`src/rtl/mips_ctrl_pkg.sv`:
```
// mips_ctrl_pkg: shared constants for the multicycle MIPS control unit.
//   - opcode / funct values recognised by the controller
//   - FSM state encodings (plain localparams so legacy tools can read them)
//   - opcode class enum produced by opcode_classify
//   - alu_op, pc_source, reg_dst and mem_to_reg encodings
//   - ialu_op(): alu_op selection for immediate ALU instructions
package mips_ctrl_pkg;

  localparam logic [5:0] OP_RTYPE = 6'h00;
  localparam logic [5:0] OP_J     = 6'h02;
  localparam logic [5:0] OP_JAL   = 6'h03;
  localparam logic [5:0] OP_BEQ   = 6'h04;
  localparam logic [5:0] OP_BNE   = 6'h05;
  localparam logic [5:0] OP_ADDI  = 6'h08;
  localparam logic [5:0] OP_SLTI  = 6'h0A;
  localparam logic [5:0] OP_ANDI  = 6'h0C;
  localparam logic [5:0] OP_ORI   = 6'h0D;
  localparam logic [5:0] OP_LW    = 6'h23;
  localparam logic [5:0] OP_SW    = 6'h2B;

  localparam logic [5:0] FUNCT_JR = 6'h08;

  localparam logic [3:0] ST_FETCH    = 4'd0;
  localparam logic [3:0] ST_DECODE   = 4'd1;
  localparam logic [3:0] ST_MEM_ADDR = 4'd2;
  localparam logic [3:0] ST_MEM_RD   = 4'd3;
  localparam logic [3:0] ST_MEM_WB   = 4'd4;
  localparam logic [3:0] ST_MEM_WR   = 4'd5;
  localparam logic [3:0] ST_EXEC_R   = 4'd6;
  localparam logic [3:0] ST_EXEC_I   = 4'd7;
  localparam logic [3:0] ST_ALU_WB   = 4'd8;
  localparam logic [3:0] ST_BRANCH   = 4'd9;
  localparam logic [3:0] ST_JUMP     = 4'd10;
  localparam logic [3:0] ST_FAULT    = 4'd11;
  localparam logic [3:0] ST_JR_WB    = 4'd12;

  typedef enum logic [2:0] {
    CLS_RTYPE,
    CLS_IALU,
    CLS_LOAD,
    CLS_STORE,
    CLS_BRANCH,
    CLS_JUMP,
    CLS_ILLEGAL
  } op_class_t;

  localparam logic [2:0] ALU_ADD   = 3'b000;
  localparam logic [2:0] ALU_SUB   = 3'b001;
  localparam logic [2:0] ALU_FUNCT = 3'b010;
  localparam logic [2:0] ALU_AND   = 3'b011;
  localparam logic [2:0] ALU_OR    = 3'b100;
  localparam logic [2:0] ALU_SLT   = 3'b101;

  localparam logic [1:0] PCSRC_ALU    = 2'b00;
  localparam logic [1:0] PCSRC_ALUOUT = 2'b01;
  localparam logic [1:0] PCSRC_JUMP   = 2'b10;
  localparam logic [1:0] PCSRC_RS     = 2'b11;

  localparam logic [1:0] REGDST_RT = 2'b00;
  localparam logic [1:0] REGDST_RD = 2'b01;
  localparam logic [1:0] REGDST_RA = 2'b10;

  localparam logic [1:0] M2R_ALUOUT = 2'b00;
  localparam logic [1:0] M2R_MDR    = 2'b01;
  localparam logic [1:0] M2R_PC     = 2'b10;

  function automatic logic [2:0] ialu_op(input logic [5:0] op);
    case (op)
      OP_ANDI: ialu_op = ALU_AND;
      OP_ORI:  ialu_op = ALU_OR;
      OP_SLTI: ialu_op = ALU_SLT;
      default: ialu_op = ALU_ADD;
    endcase
  endfunction

endpackage

```
`src/rtl/multicycle_control_classify.sv`:
```
// opcode_classify: combinational decode of the opcode field.
// Ports:
//   op_code   in  OPCODE_W  instruction opcode (IR[31:26])
//   op_class  out           instruction class (RTYPE/IALU/LOAD/STORE/BRANCH/JUMP/ILLEGAL)
//   link      out  1        jal: jump also writes the return address
//   branch_ne out  1        bne: branch taken on zero=0 instead of zero=1
module opcode_classify
  import mips_ctrl_pkg::*;
#(
  parameter int OPCODE_W = 6
) (
  input  logic [OPCODE_W-1:0] op_code,
  output op_class_t           op_class,
  output logic                link,
  output logic                branch_ne
);

  always_comb begin
    op_class = CLS_ILLEGAL;
    case (op_code)
      OPCODE_W'(OP_RTYPE):                     op_class = CLS_RTYPE;
      OPCODE_W'(OP_ADDI), OPCODE_W'(OP_ANDI),
      OPCODE_W'(OP_ORI),  OPCODE_W'(OP_SLTI):  op_class = CLS_IALU;
      OPCODE_W'(OP_LW):                        op_class = CLS_LOAD;
      OPCODE_W'(OP_SW):                        op_class = CLS_STORE;
      OPCODE_W'(OP_BEQ),  OPCODE_W'(OP_BNE):   op_class = CLS_BRANCH;
      OPCODE_W'(OP_J),    OPCODE_W'(OP_JAL):   op_class = CLS_JUMP;
      default:                                 op_class = CLS_ILLEGAL;
    endcase
  end

  assign link      = (op_code == OPCODE_W'(OP_JAL));
  assign branch_ne = (op_code == OPCODE_W'(OP_BNE));

endmodule

```
`src/rtl/multicycle_control.sv`:
```
// multicycle_control: multicycle MIPS control FSM driving a shared-memory datapath.
// Sequences fetch/decode/execute/memory/write-back, stalls on mem_ready,
// faults on illegal opcodes or bus timeout, and counts retired instructions.
// Optional feature macro: MULTICYCLE_CTRL_JR_EN (jr gets its own JR_WB state
// that loads the PC from rs; without it jr behaves as an ordinary R-type).
// Ports:
//   clk, reset            clock (rising edge), synchronous active-high reset
//   op_code, funct        IR opcode and funct fields
//   zero                  ALU zero flag (branch decision)
//   mem_ready             memory completes the current access this cycle
//   mem_read, mem_write   memory request strobes, held until mem_ready
//   i_or_d                memory address select (0 PC, 1 ALUOut)
//   ir_write, pc_write    IR load / unconditional PC load
//   pc_source             next-PC select
//   reg_dst, mem_to_reg   register-file write address / data select
//   reg_write             register-file write enable
//   alu_src_a, alu_src_b  ALU operand selects
//   alu_op                ALU operation
//   fault                 sticky fault flag (registered)
//   retired               retired-instruction count (registered, wraps)
module multicycle_control
  import mips_ctrl_pkg::*;
#(
  parameter int OPCODE_W = 6,
  parameter int FUNCT_W  = 6,
  parameter int TIMEOUT  = 255,
  parameter int RETIRE_W = 32
) (
  input  logic                clk,
  input  logic                reset,
  input  logic [OPCODE_W-1:0] op_code,
  input  logic [FUNCT_W-1:0]  funct,
  input  logic                zero,
  input  logic                mem_ready,
  output logic                mem_read,
  output logic                mem_write,
  output logic                i_or_d,
  output logic                ir_write,
  output logic                pc_write,
  output logic [1:0]          pc_source,
  output logic [1:0]          reg_dst,
  output logic [1:0]          mem_to_reg,
  output logic                reg_write,
  output logic                alu_src_a,
  output logic [1:0]          alu_src_b,
  output logic [2:0]          alu_op,
  output logic                fault,
  output logic [RETIRE_W-1:0] retired
);

  localparam int CNT_W = $clog2(TIMEOUT + 1);

  logic [3:0]       state;
  logic [3:0]       state_nx;
  logic [CNT_W-1:0] wait_cnt;
  logic [CNT_W:0]   wait_inc;
  logic             in_wait;
  logic             timed_out;
  logic             retire;
  logic             is_jr;
  op_class_t        op_class;
  logic             link;
  logic             branch_ne;

  opcode_classify #(
    .OPCODE_W (OPCODE_W)
  ) u_classify (
    .op_code   (op_code),
    .op_class  (op_class),
    .link      (link),
    .branch_ne (branch_ne)
  );

  assign is_jr = (op_class == CLS_RTYPE) && (funct == FUNCT_W'(FUNCT_JR));

`ifndef MULTICYCLE_CTRL_JR_EN
  logic jr_unused;
  assign jr_unused = is_jr;
`endif

  // A wait cycle is one spent in a memory-access state without mem_ready.
  // wait_inc counts the current cycle too, so the fault edge follows the
  // TIMEOUT-th consecutive wait cycle; mem_ready always takes priority.
  assign in_wait   = ((state == ST_FETCH) || (state == ST_MEM_RD) ||
                      (state == ST_MEM_WR)) && !mem_ready;
  assign wait_inc  = {1'b0, wait_cnt} + (CNT_W + 1)'(1);
  assign timed_out = in_wait && (wait_inc >= (CNT_W + 1)'(TIMEOUT));

  always_comb begin
    state_nx = state;
    case (state)
      ST_FETCH: begin
        if (mem_ready)      state_nx = ST_DECODE;
        else if (timed_out) state_nx = ST_FAULT;
      end
      ST_DECODE: begin
        case (op_class)
          CLS_RTYPE:             state_nx = ST_EXEC_R;
          CLS_IALU:              state_nx = ST_EXEC_I;
          CLS_LOAD, CLS_STORE:   state_nx = ST_MEM_ADDR;
          CLS_BRANCH:            state_nx = ST_BRANCH;
          CLS_JUMP:              state_nx = ST_JUMP;
          default:               state_nx = ST_FAULT;
        endcase
      end
      ST_MEM_ADDR: state_nx = (op_class == CLS_LOAD) ? ST_MEM_RD : ST_MEM_WR;
      ST_MEM_RD: begin
        if (mem_ready)      state_nx = ST_MEM_WB;
        else if (timed_out) state_nx = ST_FAULT;
      end
      ST_MEM_WR: begin
        if (mem_ready)      state_nx = ST_FETCH;
        else if (timed_out) state_nx = ST_FAULT;
      end
`ifdef MULTICYCLE_CTRL_JR_EN
      ST_EXEC_R:   state_nx = is_jr ? ST_JR_WB : ST_ALU_WB;
      ST_JR_WB:    state_nx = ST_FETCH;
`else
      ST_EXEC_R:   state_nx = ST_ALU_WB;
`endif
      ST_EXEC_I:   state_nx = ST_ALU_WB;
      ST_ALU_WB,
      ST_MEM_WB,
      ST_BRANCH,
      ST_JUMP:     state_nx = ST_FETCH;
      ST_FAULT:    state_nx = ST_FAULT;
      default:     state_nx = ST_FAULT;
    endcase
  end

  always_comb begin
    mem_read   = 1'b0;
    mem_write  = 1'b0;
    i_or_d     = 1'b0;
    ir_write   = 1'b0;
    pc_write   = 1'b0;
    pc_source  = PCSRC_ALU;
    reg_dst    = REGDST_RT;
    mem_to_reg = M2R_ALUOUT;
    reg_write  = 1'b0;
    alu_src_a  = 1'b0;
    alu_src_b  = 2'b00;
    alu_op     = ALU_ADD;
    retire     = 1'b0;
    case (state)
      ST_FETCH: begin
        // PC+4 is computed every FETCH cycle but only committed with the IR.
        mem_read  = 1'b1;
        alu_src_b = 2'b01;
        ir_write  = mem_ready;
        pc_write  = mem_ready;
      end
      ST_DECODE: begin
        alu_src_b = 2'b11;
      end
      ST_EXEC_R: begin
        alu_src_a = 1'b1;
        alu_op    = ALU_FUNCT;
      end
      ST_EXEC_I: begin
        alu_src_a = 1'b1;
        alu_src_b = 2'b10;
        alu_op    = ialu_op(op_code[5:0]);
      end
      ST_ALU_WB: begin
        reg_write = 1'b1;
        reg_dst   = (op_class == CLS_RTYPE) ? REGDST_RD : REGDST_RT;
        retire    = 1'b1;
      end
      ST_MEM_ADDR: begin
        alu_src_a = 1'b1;
        alu_src_b = 2'b10;
      end
      ST_MEM_RD: begin
        mem_read = 1'b1;
        i_or_d   = 1'b1;
      end
      ST_MEM_WB: begin
        reg_write  = 1'b1;
        mem_to_reg = M2R_MDR;
        retire     = 1'b1;
      end
      ST_MEM_WR: begin
        mem_write = 1'b1;
        i_or_d    = 1'b1;
        retire    = mem_ready;
      end
      ST_BRANCH: begin
        alu_src_a = 1'b1;
        alu_op    = ALU_SUB;
        pc_source = PCSRC_ALUOUT;
        pc_write  = branch_ne ? !zero : zero;
        retire    = 1'b1;
      end
      ST_JUMP: begin
        // jal writes $31 in the same cycle the PC updates, so the register
        // file still sees the old PC (already PC+4) on the write-data mux.
        pc_source = PCSRC_JUMP;
        pc_write  = 1'b1;
        retire    = 1'b1;
        if (link) begin
          reg_write  = 1'b1;
          reg_dst    = REGDST_RA;
          mem_to_reg = M2R_PC;
        end
      end
`ifdef MULTICYCLE_CTRL_JR_EN
      ST_JR_WB: begin
        pc_source = PCSRC_RS;
        pc_write  = 1'b1;
        retire    = 1'b1;
      end
`endif
      default: ;
    endcase
  end

  always_ff @(posedge clk) begin
    if (reset) begin
      state    <= ST_FETCH;
      wait_cnt <= '0;
      retired  <= '0;
      fault    <= 1'b0;
    end else begin
      state    <= state_nx;
      wait_cnt <= (in_wait && !timed_out) ? wait_inc[CNT_W-1:0] : '0;
      if (retire)
        retired <= retired + RETIRE_W'(1);
      if (state_nx == ST_FAULT)
        fault <= 1'b1;
    end
  end

endmodule

```
`config.mk`:
```
export PLATFORM = sky130hd
export DESIGN_NAME = multicycle_control
export DESIGN_NICKNAME = d
export VERILOG_FILES = /design/src/rtl/mips_ctrl_pkg.sv /design/src/rtl/multicycle_control_classify.sv /design/src/rtl/multicycle_control.sv
export SDC_FILE = /design/constraint.sdc
export NUM_CORES = 1
export LEC_CHECK = 0
export CORE_MARGIN = 8
export CORE_UTILIZATION = 45
export CTS_CLUSTER_SIZE = 14
export DETAILED_ROUTE_END_ITERATION = 6
export PLACE_DENSITY_LB_ADDON = 0.3
export SYNTH_ARGS = -nofsm -noshare
export SYNTH_HDL_FRONTEND = slang
export SYNTH_SLANG_ARGS = --single-unit
```
`constraint.sdc`:
```
create_clock -name clk -period 2.2 [get_ports clk]
set_input_delay 0.44 -clock clk [delete_from_list [all_inputs] [get_ports clk]]
set_output_delay 0.44 -clock clk [all_outputs]
set_load 0.05 [all_outputs]
```
* Word-level counts from Yosys, hierarchy flattened
Cells that the tools add are included.
** Word-level totals
- Output and inout bits :: 51
- Input port bits :: 16
- Word-level logic and storage cells :: 83
- Flip-flop bits (word level) :: 45
** Cells by class
- $add $sub $neg :: 2
- Equal/unequal tests :: 26
- Reductions and logical operators :: 23
- Order comparisons :: 1
- Muxes and demuxes :: 26
- Bitwise logic cells :: 1
** Operators by type and width (count)
- $add A32 B1 Y32 const B :: 1
- $pmux W4 S7 :: 1
- $eq A6 B4 Y1 const B :: 4
- $pmux W4 S5 :: 1
- $pmux W3 S3 :: 2
- $pmux W3 S6 :: 1
- $reduce_or A2 Y1 :: 9
- $eq A4 B3 Y1 const B :: 4
- $eq A4 B4 Y1 const B :: 4
- $mux W4 :: 4
- $eq A6 B2 Y1 const B :: 2
- $eq A6 B3 Y1 const B :: 2
- $eq A6 B6 Y1 const B :: 2
- $pmux W2 S2 :: 3
- $reduce_or A4 Y1 :: 3
- $add A8 B1 Y9 const B :: 1
- $ge A9 B8 Y1 const B :: 1
- $eq A4 B2 Y1 const B :: 2
- $mux W1 :: 8
- $eq A3 B2 Y1 const B :: 2
- $eq A3 B3 Y1 const B :: 2
- $logic_not A6 Y1 :: 1
- $pmux W2 S3 :: 1
- $eq A4 B1 Y1 const B :: 1
- other kinds (11) :: 17

* Longest topological paths before layout
- Word-level depth :: 9
- Mapped depth :: 8
- Depth with buffers taken out :: 7

* Cells and area by module
From an unflattened synthesis, not the netlist that was laid out.
** Unflattened totals
- Cells, all modules :: 335
- Area, all modules :: 2683.8 um^2
** By module, submodules not included
- multicycle_control :: instances 1, cells an instance 317, area each 2553.7 um^2, seq. area each 900.9 um^2
- opcode_classify :: instances 1, cells an instance 18, area each 130.1 um^2, seq. area each 0.0 um^2

* Worst setup path after synthesis
OpenSTA, ideal clock, no wires.
- Kind :: in2out
- Start :: input op_code[2]
- End :: output alu_op[2]
- Stages :: 4
- Required time :: 1.760 ns
- Path buffers :: 1
- Slack :: -0.969 ns
- Arrival time :: 2.729 ns
- Cells stage by stage :: clkbuf_1 -> nor2b_1 -> a21oi_1 -> nor4b_1
** On the way
- Word-level cells in the longest chain between the ends :: 3
- Elaborated cells on any way between the ends :: 5
- Those cells by class :: eq/ne: 3; mux: 2
** RTL lines
- start: declaration :: RTL line multicycle_control.sv:31 : input logic [OPCODE_W-1:0] op_code,
- $eq A6 B4 Y1 :: RTL line mips_ctrl_pkg.sv:68 : case (op)
- $pmux W3 S3 * :: RTL line mips_ctrl_pkg.sv:68
- $pmux W3 S3 * :: RTL line multicycle_control.sv:145 : case (state)
- end: declaration :: RTL line multicycle_control.sv:46 : output logic [2:0] alu_op,
Every way passes the cells marked *; elsewhere a longest branch is shown, timed or not.

* Worst setup path after layout
- Start :: register state[3]
- End :: output alu_op[2]
** On the way
- Word-level cells in the longest chain between the ends :: 2
- Elaborated cells on any way between the ends :: 4
- Those cells by class :: eq/ne: 3; mux: 1
** RTL lines
- start: declaration :: RTL line multicycle_control.sv:53 : logic [3:0] state;
- start signal: assignment :: RTL line multicycle_control.sv:225 : state <= state_nx;
- $eq A4 B4 Y1 or $eq A4 B3 Y1 (tied branches) :: RTL line multicycle_control.sv:145
- $pmux W3 S3 * :: RTL line multicycle_control.sv:145
Marks and branches as above.

==> metrics <==
Syn. warnings=0; fraction of layout instances using a drive strength above 1=22.6%; hold slack=0.496 ns; Synth cell types=54; Layout Nets=461; worst skew pair latency=0.30 ns; # rows=28; Die Width=94.1 microns; Max-Cap Viols=0; first-pass GRT wire length=13,200 microns; RD Place Congestion=0.896; synth top area cells=dfxtp_1, a21oi_1, nor2_1; unrepaired setup endpoints after global routing=yes; clk buf depth=2; initial cell density of the core=46.3%; Tcrit/Tclk final=98.7%; skew final=0.0114 ns; worst stage delay on the critical path=0.44 ns; Worst-path clk slew=0.09 ns; Setup crit end kind=primary output; Startpoint Class=register; Final setup viols=0; antenna violations before repair=0; clock buffer count from CTS=5; Post-synth ARST share=0%; max-slew violation count=0; die span in y=94.1 microns; count leader, synth=dfxtp_1; Worst Hold Class=register to register; CTS tree=built; final hold viol count=0; worst setup margin=0.0276 ns; VDD IR-drop max=0.000554 V; Final HPWL DP=5840 microns; total wire length after detailed routing=7740 microns; total clock sinks=45; sequential cell area=907 sq um; Routed WL per cell=14.9 microns; Hold-fix buffers, CTS=0; 1st-iter DRT viols=130; Avg Synthesized Cell Area=7.71 sq um; IO Pins=67; Multi-input gate area=0.00183 sq mm; Yosys reg bits=45; Synth top area share=32.8%; most instantiated cells after synthesis=dfxtp_1, nor2_1, a21oi_1; DRC viols=0; fmax=460 MHz; vias in the first global route=2,900; CP Max Fanout=10; minimum clock period=2.17 ns; Root Driver=clkbuf_8; Place WS=-0.297 ns; Req. time, crit path=1.76 ns; port bufs=60; drt pass-1 iters=5; Worst slew margin=64.8%; ys flop type=dfxtp_1; Via-to-Cell Ratio=5.73; Post-synth EDFFs=0; antenna-violating nets left=0; die area=0.00885 sq mm; worst setup path category=register to primary output; sequential area share after synthesis=32.8%; Tot GR Track Use=17.9%; synthesized area=0.00274 sq mm; # fillers=485; outcome=finished clean; via count=2,967; CP Data Arrival Time=1.73 ns; H-tree depth=2; Synth Net Count=375; Post-Syn Instances=356; crit-path cells=buf_4, inv_2, nand3_1, nor4b_2, buf_12; Remaining Overflow, GRT=0; Power Dens Cells=628 mW/mm^2; slowest CP cell=nor4b_2; core footprint=0.00592 sq mm; Static Leak=1.37 nW; Worst-Margin Slew=0.526 ns; area leader, netlist=dfxtp_1; Area Growth Syn to Fin=47.1%; TNS Setup=0 ns; pin count of the biggest net entering global routing=38; n_diodes=0
==> sequential cells by signal (all words and copies together) (netlist names) <==
name and cells:
fault 1, state 4, retired 32, wait_cnt 8
==> timing repair <==
item	in CTS	in global routing
endpoints found under the hold margin	0	0
setup endpoints to repair	8	15
gates resized for setup	18	4
pin swaps	5	5
setup buffers	1	0
==> final cells by class <==
class / instances / area share [%]
Clock buffer: 6 / 2.05
Multi-Input combinational cell: 281 / 45.2
Sequential cell: 45 / 22.5
Timing Repair Buffer: 99 / 26.0
Tap cell: 75 / 2.33
Clock inverter: 2 / 1.02
Inverter: 10 / 0.930
==> power by group <==
part	switching, mW	internal [mW]
Clock	0.295	0.377
Combinational	0.568	0.396
Sequential	0.0527	0.844
Total	0.915	1.62
==> cells by family after synthesis <==
logic type               share of synthesized area, %
AND/OR/NAND/NOR                                  31.4
flip-flops                                       32.8
AO/OA/AOI/OAI                                    22.3
multiplexers                                     1.14
XOR/XNOR                                         6.70
buffers and inverters                            4.24
adder cells (fa/ha/maj)                          1.37
==> final timing paths <==
| check | start | endpoint | slack (ns) | cells after the start |
|---|---|---|---|---|
| max reg2reg | state[2]$_SDFF_PP0_ | retired[28]$_SDFFE_PP0P_ | 0.15 | 7 |
| min reg2reg | fault$_SDFFE_PP0N_ | fault$_SDFFE_PP0N_ | 0.50 | 2 |
| min | fault$_SDFFE_PP0N_ | fault$_SDFFE_PP0N_ | 0.50 | 2 |
| max | state[3]$_SDFF_PP0_ | alu_op[2] | 0.03 | 5 |
==> critical path: cells and delay by family, from the launching register on <==
family	cells	cell delay (ns)
flip-flops	1	0.34
buffers and inverters	3	0.49
AND/OR/NAND/NOR	2	0.60
==> metal layers <==
metal  up-vias  part of all wire, %  GRT usage [%]
met5         -                    0              0
met4         0                  1.0           4.62
met3         8                  5.0           3.84
met2        81                   52           32.1
met1      1401                   42           20.9
li1       1477                    -              -
==> cell usage in the layout, fill, tap and decap left out, drive strengths merged, types with 2 or more instances in the layout <==
cell	instances
buf	59
dfxtp	45
nor2	44
a21oi	37
clkdlybuf4s50	36
nand2	24
nand3	18
o21ai	16
xor2	14
or3	12
inv	11
nor4	11
o31ai	8
or4	8
nand2b	8
xnor2	7
o2111ai	7
nand4	7
clkbuf	7
o211ai	6
and3	5
nor3b	5
nand3b	4
or2	4
nor3	4
ha	3
nor2b	3
and2	2
mux2i	2
a21o	2
a22o	2
dlygate4sd2	2
==> through the flow <==
stage | cells | util (%) | total power [mW] | cell area (sq um)
2_1_floorplan | 356 | - | 1.50 | 2830
3_3_place_gp | 509 | 65.8 | 1.86 | 3890
3_5_place_dp | 509 | 65.8 | 1.87 | 3890
4_1_cts | 518 | 68.0 | 2.54 | 4030
5_1_grt | 518 | 68.2 | 2.65 | 4040
6_report | 518 | 68.2 | 2.53 | 4040
Note: power is estimated with default switching activity, not from simulation.
==> variant, RTL diff (same settings) <==
Build with the macro `MULTICYCLE_CTRL_JR_EN` defined.
--- a/src/rtl/multicycle_control.sv
+++ b/src/rtl/multicycle_control.sv
@@ -20,2 +20,4 @@
 //   retired               retired-instruction count (registered, wraps)
+`define MULTICYCLE_CTRL_JR_EN
+
 module multicycle_control
Formal check against the unedited RTL: not equivalent (a bounded check fails within 4 cycles, from zero or initial values and one cycle with reset high).
==> variant against the unedited design <==
  * Cell area grew 0.71%
  * Worst setup slack better by 13 ps
  * Critical path type is now in2out
  * Via count is 7.9% lower
  * Die area decreased by 4.7%
  * Synthesized area fell by 5.7%
  * Total power grew 27%
  * Sequential cell count did not move
  * Routed wire length fell by 4.5%
  * Largest cell class unchanged
  * Global-route usage down 0.85 points
==> variant: results (changes against the unedited design) <==
Parameter                              Value

Synth
  Number of unique standard cell types used by synthesis    50 (-7.4%)
  Mapped Avg Cell Area    7.48 um2 (-3.0%)
  Area fraction in compound gates after synthesis    13.2% (-9.0 points)
  FFs w/ async S/R, synth    0% (unchanged)
  Warnings from Yosys    0 (unchanged)
  Part of the Yosys area used for sequential elements    34.8% (+2.0 points)
  Xor and xnor area share after synthesis    10.8% (+4.1 points)
  Synth top area cells    sky130_fd_sc_hd__dfxtp_1 (35%), sky130_fd_sc_hd__nor2_1 (7.7%), sky130_fd_sc_hd__xnor2_1 (7.4%)
  Mux share of post-synthesis cell area    0.387% (-0.75 points)
  Top post-synthesis cells by count    sky130_fd_sc_hd__nor2_1 (53), sky130_fd_sc_hd__dfxtp_1 (45), sky130_fd_sc_hd__nand2_1 (36)
  Synth Area in Adders    1.45% (+0.083 points)
  Post-synth net total    365 (-2.7%)

STA
  Number of failing hold endpoints at the final stage    0 (unchanged)
  Slew at the pin with the worst max-slew slack    517 ps (-8.50 ps)
  Final clock skew    10.7 ps (-0.647 ps)

Status
  Status    finished clean

Worst hold path
  Worst hold path class    reg2reg

GRT
  First-pass GRT wire length    12200 um (-7.3%)
  Maximum number of pins on one net before global-route repair    33 (-13%)
  Met2 layer usage reported by global route    28.9% (-3.2 points)
  Met3 Usage GRT    4.81% (+0.97 points)
  Antenna violations before repair    0 (unchanged)
  Global router's overall resource usage    17.1% (-0.85 points)
  M1 GR Usage    20.3% (-0.64 points)

Finish
  Share of layout cells above drive strength 1    27.4% (+4.9 points)
  Antenna fix cells    0 (unchanged)
  Nets    459 (-0.43%)
  Layout fillers    401 (-17%)
  Final cell area excluding filler cells    4060 um2 (+0.71%)
  Largest registers    retired x32, wait_cnt x8, state x4

Drt
  Detailed-route wire length per cell    14.4 um (-3.6%)
  Uppermost layer routed    met4
  Violation count after the first detailed-routing iteration    123 (-5.4%)
  Routed metal-1 wire length    3320 um (+2.7%)
  Iteration count of the initial detailed-routing pass    4 (-1)
  Routed wl met3    393 um (+1.0%)
  Total via count after detailed routing    2734 (-7.9%)
  Total wire length    7390 um (-4.5%)
  Met2 WL post-DR    3590 um (-11%)

Setup path
  CP Max Fanout    2 (-8)

Clock tree
  CTS max path bufs    2 (unchanged)
  CTS root buf    sky130_fd_sc_hd__clkbuf_8
  Reg clk slew, reported paths    80 ps
  Number of buffers added by the clock tree synthesis step    5 (unchanged)
  Hold_buf cts    0 (unchanged)
  Max H-tree Level    2 (unchanged)
  Clock latency on the worst-skew pair    300 ps (about the same)

Placed design
  Final weighted congestion of routability-driven global placement    0.911 (+1.6%)
  Port bufs    66 (+10%)
  Placed standard-cell area    3750 um2 (-3.7%)
  Number of instances in the placed design    496 (-2.6%)
  Worst Setup Slack post-DPL    -392 ps (-94.8 ps)
  DP Wirelength    5380 um (-8.0%)

Pwr
  VDD IR max    0.498 mV (-10%)
  Fraction of power spent switching nets    39.8% (+3.7 points)
  Leakage power    1.45 nW (+5.3%)
variant: cell count changes after synthesis, sizes merged, moves of 4 or more:
cell / change
or3: -4
nor2: +9
xor2: -4
nand3: -4
nand3b: -4
o211ai: -4
a21oi: -15
o31ai: -7
or4: -7
nor3: +11
o2111ai: -6
nand2: +12
xnor2: +15
variant: critical path, stage by stage:
cell                      delay [ps]
sky130_fd_sc_hd__buf_2           110
sky130_fd_sc_hd__or2_4           260
sky130_fd_sc_hd__nor3_4          190
sky130_fd_sc_hd__nand2_1          80
sky130_fd_sc_hd__xor2_1          160
sky130_fd_sc_hd__o21ai_1         100
sky130_fd_sc_hd__a31o_2          220
sky130_fd_sc_hd__buf_12          150
variant: power groups by stage:
stage	registers, mW	logic (mW)	clock network, mW
after global routing	0.924	1.78	0.678
final	0.915	1.68	0.625
after floorplan	0.962	0.896	0
after CTS	0.911	1.57	0.645
after detailed placement	0.928	1.52	0
after global placement	0.926	1.51	0
variant: layout make-up:
| class | instances | area share, % |
|---|---|---|
| tap | 72 | 2.22 |
| timing repair buffer | 105 | 28.0 |
| inverter | 13 | 1.20 |
| sequential | 45 | 22.9 |
| clock buffer | 5 | 1.69 |
| multi-input combinational | 270 | 42.9 |
| clock inverter | 3 | 1.14 |
variant: worst paths after layout:
path	startpoint	to	slack (ps)	cells past startpoint
worst max-delay path	op_code[4]	pc_write	40	8
worst min-delay path	wait_cnt[0]	wait_cnt[0]	470	1
worst max register to register	state[3]	retired[31]	80	7
worst min register to register	wait_cnt[0]	wait_cnt[0]	470	1
variant: repair_timing:
item | 4_1_cts | 5_1_grt
setup buffers | 3 | 6
setup endpoints to repair | 10 | 12
pin swaps | 8 | 11
gates resized for setup | 34 | 18
